===== src/rtl/simasm_pkg.sv =====
// Shared definitions for the SimASM data-memory path: bus widths common to
// DataMemory, Controller and the port arbiter, plus the arbiter owner encoding.
package simasm_pkg;

    localparam int DM_ADDR_W = 16;
    localparam int DM_DATA_W = 16;

    typedef enum logic [1:0] {
        OWN_NONE = 2'd0,
        OWN_CPU  = 2'd1,
        OWN_DBG  = 2'd2
    } owner_t;

endpackage


===== src/rtl/arb_starve_counter.sv =====
// Saturating count of consecutive cycles the debug port has lost arbitration.
// Clear has priority over increment; sat is high once the count reaches MAX.
module arb_starve_counter #(
    parameter int MAX = 4,
    parameter int W   = $clog2(MAX + 1)
) (
    input  logic         clock,
    input  logic         reset,
    input  logic         clr,
    input  logic         inc,
    output logic [W-1:0] count,
    output logic         sat
);

    assign sat = (count >= W'(MAX));

    always_ff @(posedge clock) begin
        if (reset) begin
            count <= '0;
        end else if (clr) begin
            count <= '0;
        end else if (inc && !sat) begin
            count <= count + W'(1);
        end
    end

endmodule


===== src/rtl/dm_port_arbiter.sv =====
// Shares the single-port DataMemory between the CPU and a debug/loader port.
// Registered owner selection; read data returns the cycle after the access.
module dm_port_arbiter
    import simasm_pkg::*;
#(
    parameter int ADDR_W     = DM_ADDR_W,
    parameter int DATA_W     = DM_DATA_W,
    parameter int STARVE_MAX = 4,
    // 0 lets a requester win consecutive cycles (bring-up harnesses only)
    parameter bit SELF_EXCL  = 1'b1
) (
    input  logic              clock,
    input  logic              reset,
    input  logic              cpu_req,
    input  logic              cpu_we,
    input  logic [ADDR_W-1:0] cpu_addr,
    input  logic [DATA_W-1:0] cpu_wdata,
    output logic              cpu_gnt,
    output logic              cpu_rvalid,
    output logic [DATA_W-1:0] cpu_rdata,
    input  logic              dbg_req,
    input  logic              dbg_we,
    input  logic [ADDR_W-1:0] dbg_addr,
    input  logic [DATA_W-1:0] dbg_wdata,
    output logic              dbg_gnt,
    output logic              dbg_rvalid,
    output logic [DATA_W-1:0] dbg_rdata,
    output logic [ADDR_W-1:0] mem_address,
    output logic [DATA_W-1:0] mem_data,
    output logic              mem_wren,
    input  logic [DATA_W-1:0] mem_q,
    output logic              busy
);

    localparam int SW = $clog2(STARVE_MAX + 1);

    // Handshake: a requester raises req with we/addr/wdata and holds them all
    // until it sees gnt, which pulses during the one cycle the access is made.
    owner_t          owner;
    owner_t          pick;
    owner_t          resp;
    logic            cpu_elig;
    logic            dbg_elig;
    logic [SW-1:0]   starve;
    logic            starve_sat;
    logic [DATA_W-1:0] cpu_rdata_q;
    logic [DATA_W-1:0] dbg_rdata_q;

    always_comb begin
        cpu_elig = cpu_req && !(SELF_EXCL && (owner == OWN_CPU));
        dbg_elig = dbg_req && !(SELF_EXCL && (owner == OWN_DBG));
        pick     = OWN_NONE;
        if (cpu_elig && !starve_sat) begin
            pick = OWN_CPU;
        end else if (dbg_elig) begin
            pick = OWN_DBG;
        end else if (cpu_elig) begin
            pick = OWN_CPU;
        end
    end

    arb_starve_counter #(
        .MAX (STARVE_MAX),
        .W   (SW)
    ) u_starve (
        .clock (clock),
        .reset (reset),
        .clr   (pick == OWN_DBG),
        .inc   (dbg_req && (pick != OWN_DBG)),
        .count (starve),
        .sat   (starve_sat)
    );

    always_ff @(posedge clock) begin
        if (reset) begin
            owner       <= OWN_NONE;
            resp        <= OWN_NONE;
            cpu_rdata_q <= '0;
            dbg_rdata_q <= '0;
        end else begin
            owner <= pick;
            if (owner == OWN_CPU && !cpu_we) begin
                resp <= OWN_CPU;
            end else if (owner == OWN_DBG && !dbg_we) begin
                resp <= OWN_DBG;
            end else begin
                resp <= OWN_NONE;
            end
            if (resp == OWN_CPU) cpu_rdata_q <= mem_q;
            if (resp == OWN_DBG) dbg_rdata_q <= mem_q;
        end
    end

    // Outputs are forced idle while reset is high so an in-flight response is dropped.
    always_comb begin
        mem_address = '0;
        mem_data    = '0;
        mem_wren    = 1'b0;
        if (!reset && owner == OWN_CPU) begin
            mem_address = cpu_addr;
            mem_data    = cpu_wdata;
            mem_wren    = cpu_we;
        end else if (!reset && owner == OWN_DBG) begin
            mem_address = dbg_addr;
            mem_data    = dbg_wdata;
            mem_wren    = dbg_we;
        end
    end

    assign cpu_gnt    = !reset && (owner == OWN_CPU);
    assign dbg_gnt    = !reset && (owner == OWN_DBG);
    assign cpu_rvalid = !reset && (resp == OWN_CPU);
    assign dbg_rvalid = !reset && (resp == OWN_DBG);
    assign cpu_rdata  = cpu_rvalid ? mem_q : cpu_rdata_q;
    assign dbg_rdata  = dbg_rvalid ? mem_q : dbg_rdata_q;
    assign busy       = !reset && ((owner != OWN_NONE) || (resp != OWN_NONE));

endmodule

===== config.mk =====
export PLATFORM = sky130hd
export DESIGN_NAME = dm_port_arbiter
export DESIGN_NICKNAME = d
export VERILOG_FILES = /design/src/rtl/simasm_pkg.sv /design/src/rtl/arb_starve_counter.sv /design/src/rtl/dm_port_arbiter.sv
export SDC_FILE = /design/constraint.sdc
export NUM_CORES = 1
export LEC_CHECK = 0
export CORE_ASPECT_RATIO = 2
export CORE_MARGIN = 2
export CORE_UTILIZATION = 36
export DETAILED_ROUTE_END_ITERATION = 10
export GPL_ROUTABILITY_DRIVEN = 0
export HOLD_SLACK_MARGIN = 0.05
export MAX_ROUTING_LAYER = met4
export PLACE_DENSITY = 0.9
export SYNTH_ARGS = -nofsm -noshare
export SYNTH_HDL_FRONTEND = slang
export SYNTH_SLANG_ARGS = --single-unit

===== constraint.sdc =====
create_clock -name clock -period 3.6 [get_ports clock]
set_input_delay 0.72 -clock clock [delete_from_list [all_inputs] [get_ports clock]]
set_output_delay 0.72 -clock clock [all_outputs]
set_load 0.02 [all_outputs]

==> results_dict.tcl <==
set metrics [dict create \
    status "completed" \
    overflow 0 \
    post-route-period-util_pct 93.27 \
    hold_violations 0 \
    grt_pass1_wl_um 10080 \
    cts-root-buf "clkbuf_8" \
    arrival_ns 2.64 \
    synth-async-reset-ratio_pct 0 \
    skew_ns 0.004036 \
    wl_um 6142 \
    yosysSeqAreaShare_pct 38.19 \
    synth_ff_type "dfxtp_1" \
    ys_warn_count 0 \
    clk_path_buf_depth 2 \
    cts_tree "built" \
    syn_area_um2 2044 \
    row_count 38 \
    grt_antenna_before_repair 0 \
    fmax_mhz 297.8 \
    rsz0062_at_grt "no" \
    numPortBuffers 155 \
    critPathCaptureType "output port" \
    drt_first_iter_violations 110 \
    cts_max_level 2 \
    synth_cell_types 24 \
    cp_max_fo 33 \
    area_growth_pct 85.92 \
    vias 2162 \
    synth_edf_count 0 \
    syn_inst 189 \
    synthTopCellsByCount "65 x a22o_1, 39 x dfxtp_1, 26 x mux2_1, 10 x buf_2" \
    max_cap_viol_count 0 \
    dp_hpwl_um 4954 \
    ios 156 \
    wl_per_cell_um 15.24 \
    worstSkewPairLatency_ns 0.28 \
    drc 0 \
    postLayoutCoreUtil_pct 69.52 \
    ys_seq_elements 39 \
    required_ns 2.88 \
    setup_viol 0 \
    final_nets 430 \
    synth_area_leader_cell "dfxtp_1" \
    avgViaCountPerCell 5.365 \
    core-area_um2 5468 \
    slew_headroom_pct 77.74 \
    tightestPinTransition_ns 0.3329 \
    clkSinkCount 39 \
    finalSetupTns_ns 0 \
    postCtsResizedCells 0 \
    min_period_ns 3.358 \
    cts.reportedPaths.clkPinSlew_ns 0.07 \
    syn_nets 277 \
    power.density_nw_per_um2 283.5 \
    final_max_slew_viol_count 0 \
    start_util_pct 37.39 \
    crit_path_start_kind "primary input" \
    track_usage_pct 20.41 \
    layout-drive-gt1-share_pct 7.872 \
    diodes 0 \
    ir_worst_vdd_mv 0.2834 \
    total_leakage_power_uw 0.001498 \
    grt_max_degree 36 \
    cts_setup_buffers 0 \
    dr.pass1.iters 4 \
    numCtsBuffers 5 \
    min_path_type "register to register" \
    ant_nets 0 \
    syn_avg_cell_area_um2 10.82 \
    die_h_um 110.6 \
    synth_top_area_share_pct 38.19 \
    die_x_um 57.29 \
    die-area_um2 6334 \
    netlist_top_cells_area "dfxtp_1 38%, a22o_1 28%, mux2_1 14%" \
    yosysMostFrequentCell "a22o_1" \
    ctsHoldBuffers 0 \
    criticalPathCategory "primary input to output port" \
    grt_pass1_vias 2177 \
]
[where the power goes]
part           switching, uW  leakage, uW  total (uW)  internal [uW]
logic                    103      0.00112         262            159
clock network            145    0.0000612         369            224
registers               6.42     0.000316         447            440
[worst max-delay path, cell delays in order]
cell and delay (ns):
clkdlybuf4s50_1 0.57, nor3_4 0.22, buf_12 0.22, mux2_2 0.37, clkdlybuf4s50_1 0.54
[layer usage]
layer / GRT usage [%] / vias up / wire length [um] / share of wire [%]
li1: - / 1036 / - / -
met1: 22.75 / 987 / 2391 / 39
met2: 35.56 / 131 / 3172 / 52
met3: 3.747 / 8 / 479 / 7.8
met4: 6.822 / 0 / 98 / 1.6
met5: - / - / 0 / 0
[stage by stage]
step	hold slack [ns]	total power, uW	cells	worst slack (ns)	cell area (um^2)
2_1_floorplan	0.4351	550.8	189	1.144	2044
3_3_place_gp	0.4481	715.8	395	0.2754	3684
3_5_place_dp	0.4485	719.8	395	0.2437	3684
4_1_cts	0.4737	1093	403	0.2349	3801
5_1_grt	0.4917	1125	403	0.1603	3801
6_report	0.4688	1078	403	0.2424	3801
[layout by cell type (no fill, tap or decap), drive strengths merged, types with 2 or more instances in the layout]
| master | netlist | layout |
|---|---|---|
| nand2b | 2 | 2 |
| nand2 | 2 | 2 |
| buf | 16 | 7 |
| clkbuf | 0 | 6 |
| nor3 | 3 | 3 |
| ha | 2 | 2 |
| a22o | 65 | 65 |
| mux2 | 32 | 32 |
| inv | 5 | 5 |
| dfxtp | 39 | 39 |
| nor2b | 6 | 6 |
| a21oi | 4 | 4 |
| clkdlybuf4s50 | 0 | 155 |
| nor2 | 5 | 5 |
[state kept, by name (all words and copies together) (netlist names)]
register and flops:
u_starve.count 3, cpu_rdata_q 16, owner 2, dbg_rdata_q 16, resp 2
[cell families (layout without fill, tap and decap cells)]
kind of cell	count (synthesis)	in the layout	share of synthesized area, %
flip-flops	39	39	38.19
adder cells (fa/ha/maj)	2	2	1.224
buffers and inverters	21	175	5.569
AND/OR/NAND/NOR	20	20	6.243
XOR/XNOR	1	1	0.4285
multiplexers	33	33	18.11
AO/OA/AOI/OAI	73	73	30.23
[final timing paths]
check | startpoint | slack, ns | endpoint | depth (start not counted)
hold / removal | cpu_rdata_q[3]$_SDFFE_PP0N_ | 0.47 | cpu_rdata_q[3]$_SDFFE_PP0N_ | 1
setup reg to reg | owner[1]$_SDFF_PP0_ | 2.34 | resp[1]$_SDFF_PP0_ | 4
setup / recovery | reset | 0.24 | cpu_rdata[0] | 5
hold reg to reg | cpu_rdata_q[3]$_SDFFE_PP0N_ | 0.47 | cpu_rdata_q[3]$_SDFFE_PP0N_ | 1
[final cells by class]
class	instances	area (um^2)
Fill cell	431	1667
Timing Repair Buffer	162	1654
Multi-Input combinational cell	129	1155
Sequential cell	39	780.7
Clock buffer	6	82.58
Tap cell	60	75.07
Clock inverter	2	35.03
Inverter	5	18.77
Note: power is estimated with default switching activity, not from simulation.
